[config.mk]
export PLATFORM = sky130hd
export DESIGN_NAME = game_ctrl
export DESIGN_NICKNAME = d
export VERILOG_FILES = /design/src/rtl/game_ctrl.sv
export SDC_FILE = /design/constraint.sdc
export NUM_CORES = 1
export LEC_CHECK = 0
export ABC_AREA = 1
export ABC_CLOCK_PERIOD_IN_PS = 2170
export CAP_MARGIN = 15
export CORE_MARGIN = 3
export CORE_UTILIZATION = 56
export DETAILED_ROUTE_END_ITERATION = 7
export GPL_ROUTABILITY_DRIVEN = 0
export HOLD_SLACK_MARGIN = 0.12
export PLACE_DENSITY_LB_ADDON = 0.05
export REMOVE_ABC_BUFFERS = 1
export SLEW_MARGIN = 20
export SYNTH_ARGS = -nofsm -noshare
export SYNTH_HDL_FRONTEND = slang
export SYNTH_SLANG_ARGS = --single-unit
[constraint.sdc]
create_clock -name clk -period 2.17 [get_ports clk]
set_input_delay 0.217 -clock clk [delete_from_list [all_inputs] [get_ports clk]]
set_output_delay 0.217 -clock clk [all_outputs]
set_load 0.02 [all_outputs]
[src/rtl/game_ctrl.sv]
// game_ctrl: round sequencer producing start/over strobes and tracking lives, bonus and score.
// Define GAME_PAUSE_EN to add the btn_pause input and the PAUSED state.
module game_ctrl #(
  parameter int LIVES        = 3,
  parameter int BONUS_INIT   = 5000,
  parameter int BONUS_STEP   = 100,
  parameter int BONUS_PERIOD = 120,
  parameter int DEATH_FRAMES = 90,
  parameter int WIN_FRAMES   = 120
) (
  input  logic        clk,
  input  logic        rst,
  input  logic        tick,
  input  logic        btn_start,
  input  logic        hit,
  input  logic        reach,
`ifdef GAME_PAUSE_EN
  input  logic        btn_pause,
`endif
  output logic        start,
  output logic        over,
  output logic [2:0]  state,
  output logic [2:0]  lives,
  output logic [12:0] bonus,
  output logic [15:0] score
);
  typedef enum logic [2:0] {
    IDLE = 3'd0, PLAYING = 3'd1, DYING = 3'd2, WIN = 3'd3, GAMEOVER = 3'd4
`ifdef GAME_PAUSE_EN
    , PAUSED = 3'd5
`endif
  } state_t;
  state_t      cur, nxt;
  logic        start_n, over_n, prev_start, start_edge, frames_done, period_last;
  logic [2:0]  lives_n;
  logic [12:0] bonus_n;
  logic [15:0] score_n;
  logic [7:0]  period, period_n, frame, frame_n;
  logic [16:0] sum;
`ifdef GAME_PAUSE_EN
  logic prev_pause, pause_edge;
  assign pause_edge = btn_pause & ~prev_pause;
  always_ff @(posedge clk) prev_pause <= rst ? 1'b0 : btn_pause;
`endif
  assign state       = cur;
  assign start_edge  = btn_start & ~prev_start;
  assign sum         = {1'b0, score} + 17'(bonus);
  assign period_last = period == 8'(BONUS_PERIOD - 1);
  assign frames_done = tick && (frame == ((cur == DYING) ? 8'(DEATH_FRAMES - 1) : 8'(WIN_FRAMES - 1)));
  always_comb begin
    nxt      = cur;
    start_n  = 1'b0;
    over_n   = 1'b0;
    lives_n  = lives;
    bonus_n  = bonus;
    score_n  = score;
    period_n = period;
    frame_n  = frame;
    case (cur)
      IDLE, GAMEOVER:
        if (start_edge) begin
          nxt      = PLAYING;
          start_n  = 1'b1;
          lives_n  = 3'(LIVES);
          score_n  = '0;
          bonus_n  = 13'(BONUS_INIT);
          period_n = '0;
        end
      PLAYING:
        // hit beats reach; an exhausted bonus only kills when neither event fired
        if (hit || (!reach && bonus == '0)) begin
          nxt     = DYING;
          over_n  = 1'b1;
          lives_n = lives - 3'(lives != 3'd0);
        end else if (reach) begin
          nxt     = WIN;
          over_n  = 1'b1;
          score_n = sum[16] ? '1 : sum[15:0];
        end
`ifdef GAME_PAUSE_EN
        else if (pause_edge) nxt = PAUSED;
`endif
        else if (tick) begin
          period_n = period_last ? '0 : period + 8'd1;
          bonus_n  = !period_last ? bonus : (bonus >= 13'(BONUS_STEP)) ? bonus - 13'(BONUS_STEP) : '0;
        end
      DYING, WIN:
        if (frames_done) begin
          if (cur == DYING && lives == '0) nxt = GAMEOVER;
          else begin
            nxt      = PLAYING;
            start_n  = 1'b1;
            bonus_n  = 13'(BONUS_INIT);
            period_n = '0;
          end
        end else if (tick) frame_n = frame + 8'd1;
`ifdef GAME_PAUSE_EN
      PAUSED: if (pause_edge) nxt = PLAYING;
`endif
      default: nxt = IDLE;
    endcase
    if (nxt != cur) frame_n = '0;
  end
  always_ff @(posedge clk) begin
    if (rst) begin
      cur        <= IDLE;
      start      <= 1'b0;
      over       <= 1'b0;
      lives      <= 3'(LIVES);
      bonus      <= 13'(BONUS_INIT);
      score      <= '0;
      period     <= '0;
      frame      <= '0;
      prev_start <= 1'b0;
    end else begin
      cur        <= nxt;
      start      <= start_n;
      over       <= over_n;
      lives      <= lives_n;
      bonus      <= bonus_n;
      score      <= score_n;
      period     <= period_n;
      frame      <= frame_n;
      prev_start <= btn_start;
    end
  end
endmodule

After elaboration in Yosys (flattened, before gate mapping) --
Index checks and enable logic that the tools add are counted.
Operators by class: reduce and logical (&&, ||, !) cells 20, $lt $le $gt $ge 1, muxes and demuxes 38, add/sub/neg operators 5, bitwise logic cells 4, equal/unequal tests 16
Operators with widths (number):
- 2-to-1 mux 13 bit | 8
- 2-to-1 mux 16 bit | 4
- 2-to-1 mux 8 bit | 7
- one-hot mux 13 bit (3 select lines) | 1
- one-hot mux 16 bit (2 select lines) | 1
- one-hot mux 8 bit (3 select lines) | 1
- 2-to-1 mux 3 bit | 7
- != test 2 bit (second input constant) | 9
- adder 16 x 13 -> 17 bit | 1
- adder 8 x 1 -> 8 bit (second input constant) | 2
- greater-or-equal comparator 13 x 7 -> 1 bit (second input constant) | 1
- logical NOT 13 bit | 1
- subtractor 13 x 7 -> 13 bit (second input constant) | 1
- one-hot mux 3 bit (3 select lines) | 1
- equality test 8 x 7 -> 1 bit | 1
- equality test 8 x 7 -> 1 bit (second input constant) | 1
- AND reduction 8 bit | 1
- OR reduction 2 bit | 4
- AND reduction 7 bit | 1
- equality test 3 x 2 -> 1 bit (second input constant) | 2
- logical NOT 3 bit | 2
- 2-to-1 mux 6 bit | 1
- one-hot mux 3 bit (2 select lines) | 1
- AND reduction 3 bit | 2
- other kinds (14) | 23
Word-level totals: register bits 54, logic and storage cells 93, bits of input ports 6, output and inout port bits 37

Logic depth before layout (Yosys ltp) --
word-level depth 8, gate-level depth with buffers 14, mapped depth without buffers 14

Least setup slack after synthesis --
OpenSTA, ideal clock, no wires.
path type reg-to-reg, start point reg bonus[8], end point reg score[11], path buffers 1, setup slack 0.212 ns, cell stages (with the launch flop) 11, arrival 1.825 ns, library setup time 0.132 ns, required time 2.038 ns, path through dfxtp_1 > ha_1 > a21oi_1 > o21ai_0 > nand2_1 > nand3_1 > nand2_2 > nor2_2 > buf_4 > o21ai_0 > a21oi_1
On the way: word-level cells in the longest chain between the ends 5
RTL lines:
- start, declared | line 24 | output logic [12:0] bonus,
- start signal, assigned | line 110 | bonus <= 13'(BONUS_INIT);
- start signal, assigned | line 120 | bonus <= bonus_n;
- adder 16 x 13 -> 17 bit / logical NOT 13 bit (equally long branches) | line 47, 71
- 2-to-1 mux 16 bit / logical AND 1 bit (equally long branches) | line 78, 71
- 2-to-1 mux 16 bit / logical OR 1 bit (equally long branches) | line 75, 71
- 2-to-1 mux 16 bit / != test 2 bit (equally long branches)
- one-hot mux 16 bit (2 select lines) / AND reduction 4 bit (equally long branches)
- end signal, assigned | line 121 | score <= score_n;
- end, declared | line 25 | output logic [15:0] score
Parallel ways exist; a longest one is shown, timed or not. The select of a mux whose other input is x is not followed. A chain may end at the register's enable or synchronous reset.

Worst setup path after layout --
start point reg bonus[3], end point reg score[3]
The elaborated chain is that of the path after synthesis.

==> flow_metrics.tcl <==
set metrics [dict create \
    p_leak_nw 1.74 \
    cp-end-kind "flip-flop" \
    crit_top_cell "nand2_2" \
    crit_fanout 5 \
    overflow 0 \
    fin_util 0.717 \
    synth_cell_types 45 \
    root_buffer "clkbuf_8" \
    die_height_um 83.7 \
    synth_cells 500 \
    tightest_slew_ns 0.607 \
    avgSynthCellArea_um2 6.77 \
    stdcell_count 628 \
    worst_slack_ns 0.127 \
    tritoncts.num_buffers 5 \
    maxCapViolations 0 \
    hold_viol_final 0 \
    io_pins 43 \
    numPortBuffers 40 \
    cts_hold_buf 0 \
    firstDrtPassIters 5 \
    ys_seq_area_frac 0.308 \
    critPathLaunchType "flip-flop" \
    max_stage_delay_ns 0.36 \
    die_area_um2 7010 \
    area_delta_synth_final_pct 20.2 \
    period_minus_slack_ns 2.04 \
    setup-tns-final_ns 0 \
    pre_cts_slack_ns 0.0346 \
    fin_nets 579 \
    ir_drop_mv 0.403 \
    status "finished clean" \
    grtUsageTotal 0.249 \
    cts_sinks 52 \
    combPwrFrac 0.283 \
    p_total_mw 2.25 \
    grt_first_pass_wirelength_um 14800 \
    dpl.hpwl_um 6330 \
    design_area_um2 4070 \
    seqPwrFrac 0.460 \
    fmax_ghz 0.490 \
    diodes 0 \
    routed_wl_um 8540 \
    slew_violations 0 \
    path_cells "ha_1 > nand2_1 > nand2_2 > nand2_1 > nand2_2 > nand3_1 > nand3_1 > nand2_2 > nor2_4 > buf_4 > o21ai_0 > a21oi_1" \
    htreeDepth 2 \
    die_x_um 83.7 \
    synthTopCellsByArea "dfxtp_1, nand2_1, inv_1" \
    setup_violations 0 \
    clock_latency_ns 0.31 \
    holdWs_ns 0.441 \
    place_area_um2 3930 \
    rows 27 \
    power_density_nw_per_um2 553 \
    yosysWarnings 0 \
    cts_buffer_depth 2 \
    pwr-share-clk 0.256 \
    synthDominantCellAreaShare 0.308 \
    netSwitchingPower_uw 785 \
    worstSetupPathType "flip-flop to flip-flop" \
    clkTransAtPathRegs_ns 0.11 \
    synthesis.area_um2 3380 \
    grt_pass1_vias 3258 \
    start_util 0.596 \
    final_antenna_net_count 0 \
    core_area_um2 5680 \
    vias 3386 \
    final_cell_mix "nand2_1, inv_1, nor2_1, dfxtp_1, a21oi_1" \
    fin_skew_ns 0.0130 \
    synth-seq-cells 52 \
    drc 0 \
    dp.cells 617 \
    final.period_utilization 0.941 \
    antenna_found_initial 0 \
    final_common_cell "nand2_1" \
    cts_tree "yes" \
    critical_path_required_ns 2.36 \
    cpMaxStageDelayCell "dfxtp_2" \
    rsz0062_at_grt "false" \
    drt_iter0_drc 201 \
    max_slew_margin 0.595 \
    vias_per_cell 5.39 \
    drive_gt1_frac 0.113 \
    switching_share 0.349 \
    p_int_mw 1.46 \
    grt_max_degree 33 \
    yosysTopAreaCell "dfxtp_1" \
    min_path_type "input port to flip-flop" \
    arrival_ns 2.23 \
    wl_per_cell_um 13.6 \
]
power groups by stage:
stage / combinational [mW] / sequential [mW] / clock, mW
4_1_cts: 0.631 / 1.03 / 0.590
2_1_floorplan: 0.352 / 1.10 / 0
5_1_grt: 0.702 / 1.04 / 0.632
6_report: 0.638 / 1.04 / 0.576
3_5_place_dp: 0.627 / 1.05 / 0
3_3_place_gp: 0.618 / 1.05 / 0
synthesized netlist by cell type, drive strengths merged:
master and number:
nor3b 1, buf 6, a31oi 1, nor4 2, a21boi 3, a211oi 1
inv 67, o21ai 27, xnor2 5, or2 2, nand3 29, mux2 2
and3 1, a21oi 49, o211ai 1, xor2 17, conb 1, nand2 115
nor3 11, nand3b 1, clkbuf 5, ha 18, a21o 1, nand4 15
nor2 66, o21bai 1, dfxtp 52
repair_timing:
item / in CTS / in global routing
hold endpoints to repair: 0 / 0
buffers inserted: 0 / 3
gates resized for setup: 1 / 6
setup endpoints to repair: 6 / 28
pin swaps: 0 / 1
flip-flops by register name, summed over array words and instances, names as in the netlist:
register / count
prev_start: 1
bonus: 11
frame: 8
period: 8
score: 16
start: 1
lives: 3
state: 3
over: 1
metal layers:
layer  vias to the layer above  track usage  share of wire  routed length [um]
met2                       100        0.393           0.44                3740
met5                         -            0              0                   0
met1                      1553        0.356           0.50                4240
li1                       1726            -              -                   -
met3                         7       0.0415          0.059                 501
met4                         0       0.0512         0.0076                  65
critical path: cells and delay by family (launching register included):
family | cells | cell delay, ns
AO/OA/AOI/OAI | 2 | 0.27
adder cells (fa/ha/maj) | 1 | 0.33
buffers and inverters | 1 | 0.14
flip-flops | 1 | 0.36
AND/OR/NAND/NOR | 8 | 0.81
cells by family (layout without fill, tap and decap cells):
family	after synthesis	after routing	share of synthesized area
flip-flops	52	52	0.308
AND/OR/NAND/NOR	243	243	0.329
multiplexers	2	2	0.00665
XOR/XNOR	22	22	0.0569
AO/OA/AOI/OAI	84	84	0.140
adder cells (fa/ha/maj)	18	18	0.0665
buffers and inverters	78	133	0.0924
other	1	2	0.00111
area by class of cell:
| class | count | area, um^2 |
|---|---|---|
| Sequential cell | 52 | 1040 |
| Fill cell | 498 | 1610 |
| Tap cell | 72 | 90.1 |
| Multi-Input combinational cell | 371 | 2040 |
| Timing Repair Buffer | 58 | 548 |
| Clock buffer | 5 | 68.8 |
| Inverter | 67 | 251 |
| Clock inverter | 3 | 21.3 |
final timing paths:
kind	cells after the start	to	startpoint	slack (ns)
max	12	score[3]	bonus[3]	0.13
min	3	prev_start	btn_start	0.44
max reg2reg	12	score[3]	bonus[3]	0.13
min reg2reg	2	score[1]	score[1]	0.47
Note: power is estimated with default switching activity, not from simulation.
